`config.mk`:
```
export PLATFORM = sky130hd
export DESIGN_NAME = multicycle_alu
export DESIGN_NICKNAME = d
export VERILOG_FILES = /design/src/rtl/alu_pkg.sv /design/src/rtl/alu_muldiv_core.sv /design/src/rtl/multicycle_alu.sv
export SDC_FILE = /design/constraint.sdc
export NUM_CORES = 1
export LEC_CHECK = 0
export ABC_AREA = 0
export CORE_MARGIN = 2
export CORE_UTILIZATION = 41
export DETAILED_ROUTE_END_ITERATION = 10
export GPL_TIMING_DRIVEN = 0
export SYNTH_ARGS = -nofsm -noshare
export SYNTH_HDL_FRONTEND = slang
export SYNTH_HIERARCHICAL = 1
export SYNTH_SLANG_ARGS = --single-unit
```
`constraint.sdc`:
```
create_clock -name iClk -period 4.14 [get_ports iClk]
set_clock_uncertainty 0.2 [all_clocks]
set_input_delay 1.242 -clock iClk [delete_from_list [all_inputs] [get_ports iClk]]
set_output_delay 1.242 -clock iClk [all_outputs]
set_load 0.005 [all_outputs]
```
`src/rtl/alu_pkg.sv`:
```
// alu_pkg: opcodes, FSM states and sizing helper shared by the multicycle ALU
package alu_pkg;
  localparam logic [3:0] ALU_AND  = 4'b0000;
  localparam logic [3:0] ALU_OR   = 4'b0001;
  localparam logic [3:0] ALU_ADD  = 4'b0010;
  localparam logic [3:0] ALU_SUB  = 4'b0011;
  localparam logic [3:0] ALU_XOR  = 4'b0100;
  localparam logic [3:0] ALU_NOR  = 4'b0101;
  localparam logic [3:0] ALU_MULT = 4'b0111;
  localparam logic [3:0] ALU_DIV  = 4'b1000;
  localparam logic [3:0] ALU_REM  = 4'b1001;

  typedef enum logic [1:0] {IDLE, ITER, FINISH} state_e;

  function automatic int clog2(input int n);
    int r;
    r = 0;
    for (int i = 0; i < 31; i++) if ((1 << i) < n) r = i + 1;
    return r;
  endfunction
endpackage

```
`src/rtl/alu_muldiv_core.sv`:
```
// alu_muldiv_core: iterative shift-add multiplier / restoring divider on operand magnitudes
module alu_muldiv_core
  import alu_pkg::*;
#(
  parameter int WIDTH = 32
) (
  input  logic             clk_i,
  input  logic             rst_ni,
  input  logic             load_i,
  input  logic             step_i,
  input  logic             op_is_div_i,
  input  logic [WIDTH-1:0] a_i,
  input  logic [WIDTH-1:0] b_i,
  output logic [WIDTH-1:0] lo_o,
  output logic [WIDTH-1:0] hi_o,
  output logic             last_o
);
  localparam int CW = clog2(WIDTH + 1);
  logic [WIDTH-1:0] hi_q, hi_d, lo_q, lo_d, op_q, op_d;
  logic [CW-1:0] cnt_q, cnt_d;
  logic [WIDTH:0] mul_sum, div_sh;
  logic div_ge;
  // Load seeds hi=0, lo=multiplier/dividend, op=multiplicand/divisor; each step retires one bit
  always_comb begin
    mul_sum = {1'b0, hi_q} + (lo_q[0] ? {1'b0, op_q} : '0);
    div_sh  = {hi_q, lo_q[WIDTH-1]};
    div_ge  = div_sh >= {1'b0, op_q};
    hi_d  = hi_q;
    lo_d  = lo_q;
    op_d  = op_q;
    cnt_d = cnt_q;
    if (load_i) begin
      hi_d  = '0;
      lo_d  = a_i;
      op_d  = b_i;
      cnt_d = CW'(WIDTH);
    end else if (step_i) begin
      cnt_d = cnt_q - CW'(1);
      hi_d  = op_is_div_i ? (div_ge ? WIDTH'(div_sh - {1'b0, op_q}) : div_sh[WIDTH-1:0])
                          : mul_sum[WIDTH:1];
      lo_d  = op_is_div_i ? {lo_q[WIDTH-2:0], div_ge} : {mul_sum[0], lo_q[WIDTH-1:1]};
    end
  end
  // Datapath and step counter registers
  always_ff @(posedge clk_i or negedge rst_ni) begin
    if (!rst_ni) begin
      hi_q  <= '0;
      lo_q  <= '0;
      op_q  <= '0;
      cnt_q <= '0;
    end else begin
      hi_q  <= hi_d;
      lo_q  <= lo_d;
      op_q  <= op_d;
      cnt_q <= cnt_d;
    end
  end
  assign lo_o   = lo_q;
  assign hi_o   = hi_q;
  assign last_o = cnt_q == CW'(1);
endmodule

```
`src/rtl/multicycle_alu.sv`:
```
// multicycle_alu: registered ALU with 1-cycle logic/add/sub and iterative signed MULT/DIV/REM
module multicycle_alu
  import alu_pkg::*;
#(
  parameter int WIDTH     = 32,
  parameter int SIGNED_MD = 1
) (
  input  logic             iClk,
  input  logic             iRst_n,
  input  logic             iStart,
  input  logic [WIDTH-1:0] iA,
  input  logic [WIDTH-1:0] iB,
  input  logic [3:0]       iControlSignal,
  output logic             oBusy,
  output logic             oDone,
  output logic [WIDTH-1:0] oALUresult,
  output logic [WIDTH-1:0] oResultHi,
  output logic             oOverflow,
  output logic             oDivZero
);
  state_e state_q, state_d;
  logic [3:0] opc_q, opc_d;
  logic sa_q, sa_d, sb_q, sb_d;
  logic [WIDTH-1:0] res_q, res_d, hi_q, hi_d;
  logic ovf_q, ovf_d, dz_q, dz_d, done_q, done_d;
  logic is_md, dz, go, sa, sb, one_ovf, last, neg;
  logic [WIDTH-1:0] sum, dif, one_res, mag_a, mag_b, core_lo, core_hi, quo, rem, fin_res, fin_hi;
  logic [2*WIDTH-1:0] prod;

  assign is_md = iControlSignal == ALU_MULT || iControlSignal == ALU_DIV || iControlSignal == ALU_REM;
  assign dz    = (iControlSignal == ALU_DIV || iControlSignal == ALU_REM) && iB == '0;
  assign go    = is_md && !dz;
  assign sa    = (SIGNED_MD != 0) && iA[WIDTH-1];
  assign sb    = (SIGNED_MD != 0) && iB[WIDTH-1];
  assign mag_a = sa ? -iA : iA;
  assign mag_b = sb ? -iB : iB;
  assign sum   = iA + iB;
  assign dif   = iA - iB;
  assign one_res = iControlSignal == ALU_AND ? iA & iB :
                   iControlSignal == ALU_OR  ? iA | iB :
                   iControlSignal == ALU_ADD ? sum :
                   iControlSignal == ALU_SUB ? dif :
                   iControlSignal == ALU_XOR ? iA ^ iB :
                   iControlSignal == ALU_NOR ? ~(iA | iB) :
                   dz ? '1 : '0;
  assign one_ovf = iControlSignal == ALU_ADD ? (iA[WIDTH-1] == iB[WIDTH-1]) && (sum[WIDTH-1] != iA[WIDTH-1]) :
                   iControlSignal == ALU_SUB ? (iA[WIDTH-1] != iB[WIDTH-1]) && (dif[WIDTH-1] != iA[WIDTH-1]) :
                   1'b0;

  alu_muldiv_core #(.WIDTH(WIDTH)) u_core (
    .clk_i      (iClk),
    .rst_ni     (iRst_n),
    .load_i     (state_q == IDLE && iStart && go),
    .step_i     (state_q == ITER),
    .op_is_div_i(opc_q != ALU_MULT),
    .a_i        (mag_a),
    .b_i        (mag_b),
    .lo_o       (core_lo),
    .hi_o       (core_hi),
    .last_o     (last)
  );

  // Sign fix-up: product and quotient negative iff signs differ, remainder follows the dividend
  assign neg     = sa_q ^ sb_q;
  assign prod    = neg ? -{core_hi, core_lo} : {core_hi, core_lo};
  assign quo     = neg ? -core_lo : core_lo;
  assign rem     = sa_q ? -core_hi : core_hi;
  assign fin_res = opc_q == ALU_MULT ? prod[WIDTH-1:0] : opc_q == ALU_DIV ? quo : rem;
  assign fin_hi  = opc_q == ALU_MULT ? prod[2*WIDTH-1:WIDTH] : rem;

  // Next state and output register updates; busy starts are silently ignored
  always_comb begin
    state_d = state_q;
    opc_d   = opc_q;
    sa_d    = sa_q;
    sb_d    = sb_q;
    res_d   = res_q;
    hi_d    = hi_q;
    ovf_d   = ovf_q;
    dz_d    = dz_q;
    done_d  = 1'b0;
    case (state_q)
      IDLE: if (iStart) begin
        if (go) begin
          state_d = ITER;
          opc_d   = iControlSignal;
          sa_d    = sa;
          sb_d    = sb;
          ovf_d   = 1'b0;
          dz_d    = 1'b0;
        end else begin
          res_d  = one_res;
          hi_d   = dz ? iA : '0;
          ovf_d  = one_ovf;
          dz_d   = dz;
          done_d = 1'b1;
        end
      end
      ITER: if (last) state_d = FINISH;
      FINISH: begin
        state_d = IDLE;
        res_d   = fin_res;
        hi_d    = fin_hi;
        done_d  = 1'b1;
      end
      default: state_d = IDLE;
    endcase
  end

  // State and output registers
  always_ff @(posedge iClk or negedge iRst_n) begin
    if (!iRst_n) begin
      state_q <= IDLE;
      opc_q   <= '0;
      sa_q    <= 1'b0;
      sb_q    <= 1'b0;
      res_q   <= '0;
      hi_q    <= '0;
      ovf_q   <= 1'b0;
      dz_q    <= 1'b0;
      done_q  <= 1'b0;
    end else begin
      state_q <= state_d;
      opc_q   <= opc_d;
      sa_q    <= sa_d;
      sb_q    <= sb_d;
      res_q   <= res_d;
      hi_q    <= hi_d;
      ovf_q   <= ovf_d;
      dz_q    <= dz_d;
      done_q  <= done_d;
    end
  end

  assign oBusy      = state_q != IDLE;
  assign oDone      = done_q;
  assign oALUresult = res_q;
  assign oResultHi  = hi_q;
  assign oOverflow  = ovf_q;
  assign oDivZero   = dz_q;
endmodule
```
==> impl_metrics.yaml, run 1 <==
outcome:
  status: "complete, but fails checks"
  violations: "negative setup slack"
placement:
  placed_cell_area_mm2: 0.02321
  place_inst: 3642
  io_buffers: 135
  gp_congestion: 1.053
  dp.final_hpwl_um: 88470
routing:
  wl_um: 113000
  antenna_left: 0
  routedWlPerCell_um: 30.48
  first_pass_iters: 6
  route.detailed.drc: 0
  via_count: 24380
  vias_per_cell: 6.574
  drtIter0Drc: 2818
synth:
  yosys-top-cells-count: "nand2_1, o21ai_0, a21oi_1, nor2_1, dfrtp_1"
  ys_seq_elements: 177
  synth_top_area_share_pct: 21.25
  ys_top_cells_by_area: "dfrtp_1, ha_1, o21ai_0, xnor2_1, a21oi_1"
  synth_edf_count: 0
  yosysMostFrequentCell: "nand2_1"
  syn_nets: 3072
  ys_seq_area_share_pct: 21.25
  syn_area_mm2: 0.02084
  synth_cells: 2832
  synth_top_area_cell: "dfrtp_1"
  synth_area_per_cell_um2: 7.358
  async_flop_share_pct: 100.0
  yosys_warnings: 6
  synth_cell_types: 96
  ys_dominant_reg_cell: "dfrtp_1"
pwr:
  p_leak_nw: 10.82
  vdd_drop_max_mv: 0.2900
  power.density_mw_per_mm2: 191.1
sta:
  finalHoldViolCount: 0
  tightest_slew_ns: 1.257
  hold_ws_ns: 0.3029
  relSlewSlack_pct: 16.23
  period_minus_slack_ns: 4.141
  finalCritPeriodShare_pct: 100.0
  report.final.slew_viol_count: 0
  fin_ws_ns: -0.0006009
  setup_violations: 1
  rsz0062_at_grt: "yes"
  fmax_mhz: 241.5
  finalSetupTns_ns: -0.0006009
hold_path:
  min_path_cells: 2
  hp-class: "reg2reg"
clock_tree:
  clk_path_buf_depth: 2
  clock_latency_ns: 0.53
  numCtsBuffers: 17
  htreeDepth: 4
  ctsHoldBuffers: 0
  cts-root-buf: "clkbuf_16"
  clk_pin_slew_ns: 0.08
  tritoncts: "yes"
  cts.sinks: 177
layout:
  drive_above_1_share_pct: 13.17
  multi_input_area_mm2: 0.01613
  fin_area_mm2: 0.02519
  num_antenna_cells: 0
  fin_util_pct: 50.21
  regArea_mm2: 0.004431
  nFillCells: 5084
  final_nets: 3264
  stdcell_count: 3709
  syn_to_final_growth_pct: 20.89
setup_path:
  reg2reg_depth: 10
  critPathLaunchType: "input pin"
  endpoint_kind: "flip-flop"
  crit_type: "in2reg"
  arrival_ns: 4.31
  crit_required_ns: 4.31
  r2r_slack_ns: 0.04
  worstPathMaxFanout: 10
global_routing:
  track_usage_pct: 41.81
  grt_max_degree: 100
  globalRouteOverflowTotal: 0
  antenna_found_initial: 2
  grt_pass1_wl_um: 161000
  first_global_vias: 23550
job:
  maxCapViolCount: 0
floorplan:
  ios: 139
  dieArea_mm2: 0.05265
  num_rows: 82
  core_area_mm2: 0.05017
  die_x_um: 229.4
  die-height_um: 229.4
  start_util_pct: 41.54
==> final timing paths <==
path                                                    to                  startpoint
worst max register to register  oALUresult[23]$_DFFE_PN0P_  u_core/lo_o[9]$_DFFE_PN0P_
min in group asynchronous         oResultHi[6]$_DFFE_PN0P_                      iRst_n
worst max-delay path            oALUresult[12]$_DFFE_PN0P_                      iB[12]
max in group asynchronous                  oDone$_DFF_PN0_                      iRst_n
worst min-delay path                  opc_q[3]$_DFFE_PN0P_        opc_q[3]$_DFFE_PN0P_
worst min register to register        opc_q[3]$_DFFE_PN0P_        opc_q[3]$_DFFE_PN0P_
==> layer usage <==
layer	up-vias	global-route usage, %	part of all wire, %
met5	-	0	0.028
li1	10680	-	-
met1	11760	48.94	38
met4	4	29.20	8.1
met2	1513	67.65	45
met3	427	9.636	9.0
==> critical path, stage by stage <==
cell	delay, ns
clkdlybuf4s15_2	0.28
or4_4	0.53
nand4b_1	0.23
or4_4	0.50
or2_0	0.24
buf_4	0.22
a21boi_4	0.15
buf_4	0.16
nand2_2	0.19
a221oi_2	0.44
a21oi_1	0.11
==> cell families (layout without fill, tap and decap cells) <==
kind of cell	after synthesis	after routing	share of synthesized area (%)
compound gates	996	996	30.36
simple gates	891	891	20.33
buf+inv	331	536	6.154
xor+xnor	217	217	9.120
flops	177	177	21.25
fa+ha+maj	169	169	10.29
mux	51	51	2.486
==> registers in the layout (all words and copies together) (netlist names), 2 cells and up <==
signal	flops
opc_q	4
u_core/hi_o	32
state_q	2
oALUresult	32
u_core/lo_o	32
oResultHi	32
u_core/op_q	32
u_core/cnt_q	6
==> per-stage QoR <==
stage               worst slack [ns]  power [W]
finish                    -0.0006009   0.004813
floorplan                   -0.02097   0.002356
global route                -0.02519   0.004946
CTS                         -0.03746   0.004706
global placement              -6.645   0.002831
detailed placement            -2.451   0.002827
==> layout make-up <==
type | count | area share [%]
Inverter | 156 | 2.424
Buffer | 162 | 3.208
Clock inverter | 15 | 0.6556
Clock buffer | 17 | 1.689
Timing Repair Buffer | 186 | 7.068
Multi-Input combinational cell | 2324 | 64.03
Tap cell | 672 | 3.338
Sequential cell | 177 | 17.59
==> cell usage in the layout (no fill, tap or decap), types with 33 or more instances in the layout <==
cell type / instances
xor2_1: 74
nor2_1: 181
clkdlybuf4s50_1: 78
mux2i_1: 45
clkbuf_2: 39
a21o_1: 49
dfrtp_1: 176
a21oi_1: 232
xnor2_1: 141
nor3_1: 64
a211oi_1: 35
o211ai_1: 33
inv_1: 132
nand2_1: 322
buf_4: 59
o21ai_0: 293
ha_1: 148
clkbuf_1: 88
and2_1: 40
nand3_1: 54
a31oi_1: 33
==> power breakdown <==
| group | internal [W] | total [W] | switching, W |
|---|---|---|---|
| clock | 0.000808 | 0.00178 | 0.000972 |
| sequential | 0.00173 | 0.00173 | 0.00000347 |
| combinational | 0.000462 | 0.00130 | 0.000839 |
==> what timing repair did <==
action	in CTS	in global routing
gates resized for setup	400	153
pin swaps	41	38
setup endpoints to repair	175	130
gates cloned	0	1
setup buffers	23	24
Power figures use the tool's default switching activity.
==> inputs of run 2 (changes only) <==
- CORE_UTILIZATION: 41 -> 45
- CTS_CLUSTER_DIAMETER: not set -> 120
==> run 2 against run 1 <==
  * The flow still finishes with violations (negative setup slack)
  * Sequential share of layout area grew 0.10 points
  * Total power fell by 2.6%
  * Routed wire length fell by 4.6%
  * Clock power shrank 6%
  * Non-clock buffer count grew 7
  * Flip-flop and latch count stayed put
  * Sequential power barely moved
  * Count of clock-buffer cells in the layout rose by 1
  * Critical path depth grew 2
  * Global-route usage rose by 2.6 points
  * Utilization grew 4.7 points
  * Maximum frequency down 3.0%
  * Critical endpoint is now oALUresult[27]$_DFFE_PN0P_
  * Largest cell class unchanged
==> impl_metrics.yaml, run 2 (synthesis results as in run 1) <==
setup_path:
  endpoint_kind: "flip-flop"
  critPathTopFamily: "compound AO/OA/AOI/OAI gates"
  worstPathMaxFanout: 10
  r2r_slack_ns: 0.03
  critPathLaunchType: "input pin"
  cpMaxStageDelayCell: "a2111o_1"
  crit_required_ns: 4.28
  cp.depth: 13
  rr_startpoint: "state_q[1]$_DFFE_PN0P_"
  max_stage_delay_ns: 0.45
  arrival_ns: 4.41
  reg2reg_depth: 5
  r2r_end: "oALUresult[19]$_DFFE_PN0P_"
  worstPathCellList: "clkdlybuf4s18_2 -> inv_4 -> ha_2 -> buf_4 -> nand4_1 -> nor3_2 -> nand3_1 -> nand3_2 -> a41oi_4 -> a2111o_1 -> o21bai_1 -> a2111oi_4 -> a2bb2oi_1"
  crit_type: "in2reg"
  critical_path_buf_inv_count: 3
layout:
  drive_above_1_share_pct: 13.77
  nFillCells: 4509
  regArea_mm2: 0.004431
  syn_to_final_growth_pct: 20.20
  final_nets: 3271
  fin_area_mm2: 0.02505
  multi_input_area_mm2: 0.01613
  layout_common_cells: "nand2_1, o21ai_0, a21oi_1, nor2_1, dfrtp_1"
  stdcell_count: 3647
  final_common_cell: "nand2_1"
floorplan:
  core_area_mm2: 0.04558
  die_x_um: 219.2
  start_util_pct: 45.72
  num_rows: 78
  die-height_um: 219.2
  dieArea_mm2: 0.04805
  ios: 139
clock_tree:
  numCtsBuffers: 17
  htreeDepth: 4
  cts-root-buf: "clkbuf_16"
  clk_path_buf_depth: 2
  tritoncts: "yes"
  cts.sinks: 177
  clock_latency_ns: 0.49
  clk_pin_slew_ns: 0.07
  ctsHoldBuffers: 0
routing:
  via_count: 24440
  vias_per_cell: 6.702
  routedWlPerCell_um: 29.58
  antenna_left: 0
  route.detailed.drc: 0
  drtIter0Drc: 3178
  wl_um: 107900
  first_pass_iters: 7
global_routing:
  grt_pass1_wl_um: 156200
  globalRouteOverflowTotal: 0
  track_usage_pct: 44.40
  antenna_found_initial: 5
  grt_max_degree: 92
  first_global_vias: 23570
pwr:
  vdd_drop_max_mv: 0.3155
  power.density_mw_per_mm2: 187.2
  p_leak_nw: 10.75
hold_path:
  min_from: "opc_q[3]$_DFFE_PN0P_"
  holdPathEnd: "opc_q[3]$_DFFE_PN0P_"
  min_path_cells: 2
  hp-class: "reg2reg"
sta:
  finalCritPeriodShare_pct: 103.1
  tightest_slew_ns: 1.114
  finalHoldViolCount: 0
  fin_ws_ns: -0.1292
  setup_violations: 12
  rsz0062_at_grt: "yes"
  finalSetupTns_ns: -0.2778
  fmax_mhz: 234.2
  relSlewSlack_pct: 25.57
  period_minus_slack_ns: 4.269
  report.final.slew_viol_count: 0
outcome:
  violations: "negative setup slack"
  status: "complete, but fails checks"
placement:
  dp.final_hpwl_um: 84310
  place_ws_ns: -2.504
  placed_cell_area_mm2: 0.02312
  gp_congestion: 1.048
  io_buffers: 135
  place_inst: 3571
job:
  maxCapViolCount: 0
run 2: power breakdown:
part / internal, W / switching [W] / leakage, nW
logic: 0.000463 / 0.000826 / 8.64
clock network: 0.000837 / 0.000829 / 0.271
registers: 0.00173 / 0.00000379 / 1.83
run 2: how the worst max path moves through the flow:
stage | startpoint | endpoint | slack (ns)
2_1_floorplan | iA[0] | oALUresult[28]$_DFFE_PN0P_ | -0.02
3_3_place_gp | iRst_n | oALUresult[23]$_DFFE_PN0P_ | -6.33
3_5_place_dp | iB[1] | u_core/op_q[4]$_DFFE_PN0P_ | -2.50
4_1_cts | iB[11] | oALUresult[23]$_DFFE_PN0P_ | -0.05
5_1_grt | iA[17] | oALUresult[27]$_DFFE_PN0P_ | -0.12
6_report | iA[16] | oALUresult[27]$_DFFE_PN0P_ | -0.13
run 2: per-stage QoR:
step                      hold slack, ns  utilization (%)  total power, W
after floorplan                   0.2540                -        0.002356
after global placement            0.2764            50.58        0.002804
after detailed placement          0.2814            50.74        0.002804
after CTS                         0.3023            53.75        0.004557
after global routing              0.3277            54.96        0.004808
final                             0.3097            54.96        0.004690
run 2: metal layers:
| layer | wire length [um] | part of all wire [%] | global-route usage [%] |
|---|---|---|---|
| met4 | 9775 | 9.1 | 32.57 |
| met5 | 22 | 0.020 | 0 |
| met3 | 10580 | 9.8 | 9.203 |
| met2 | 47160 | 44 | 69.80 |
| met1 | 40330 | 37 | 53.74 |
run 2: timing repair:
action | CTS | global route
resized for setup | 426 | 138
endpoints found under the setup margin | 176 | 124
pin swaps | 38 | 41
cloned | 0 | 2
setup buffers | 27 | 28
run 2: worst min-delay path: cells and delay by family, from the launching register on:
kind             cells  cell delay [ns]
and+or+nand+nor      2             0.12
DFF                  1             0.36
run 2: layout make-up:
cell class / instances / share of cell area [%]
Antenna cell: 4 / 0.03996
Buffer: 160 / 3.267
Clock buffer: 18 / 1.713
Clock inverter: 13 / 0.5045
Inverter: 156 / 2.408
Multi-Input combinational cell: 2324 / 64.40
Sequential cell: 177 / 17.69
Tap cell: 600 / 2.997
Timing Repair Buffer: 195 / 6.983
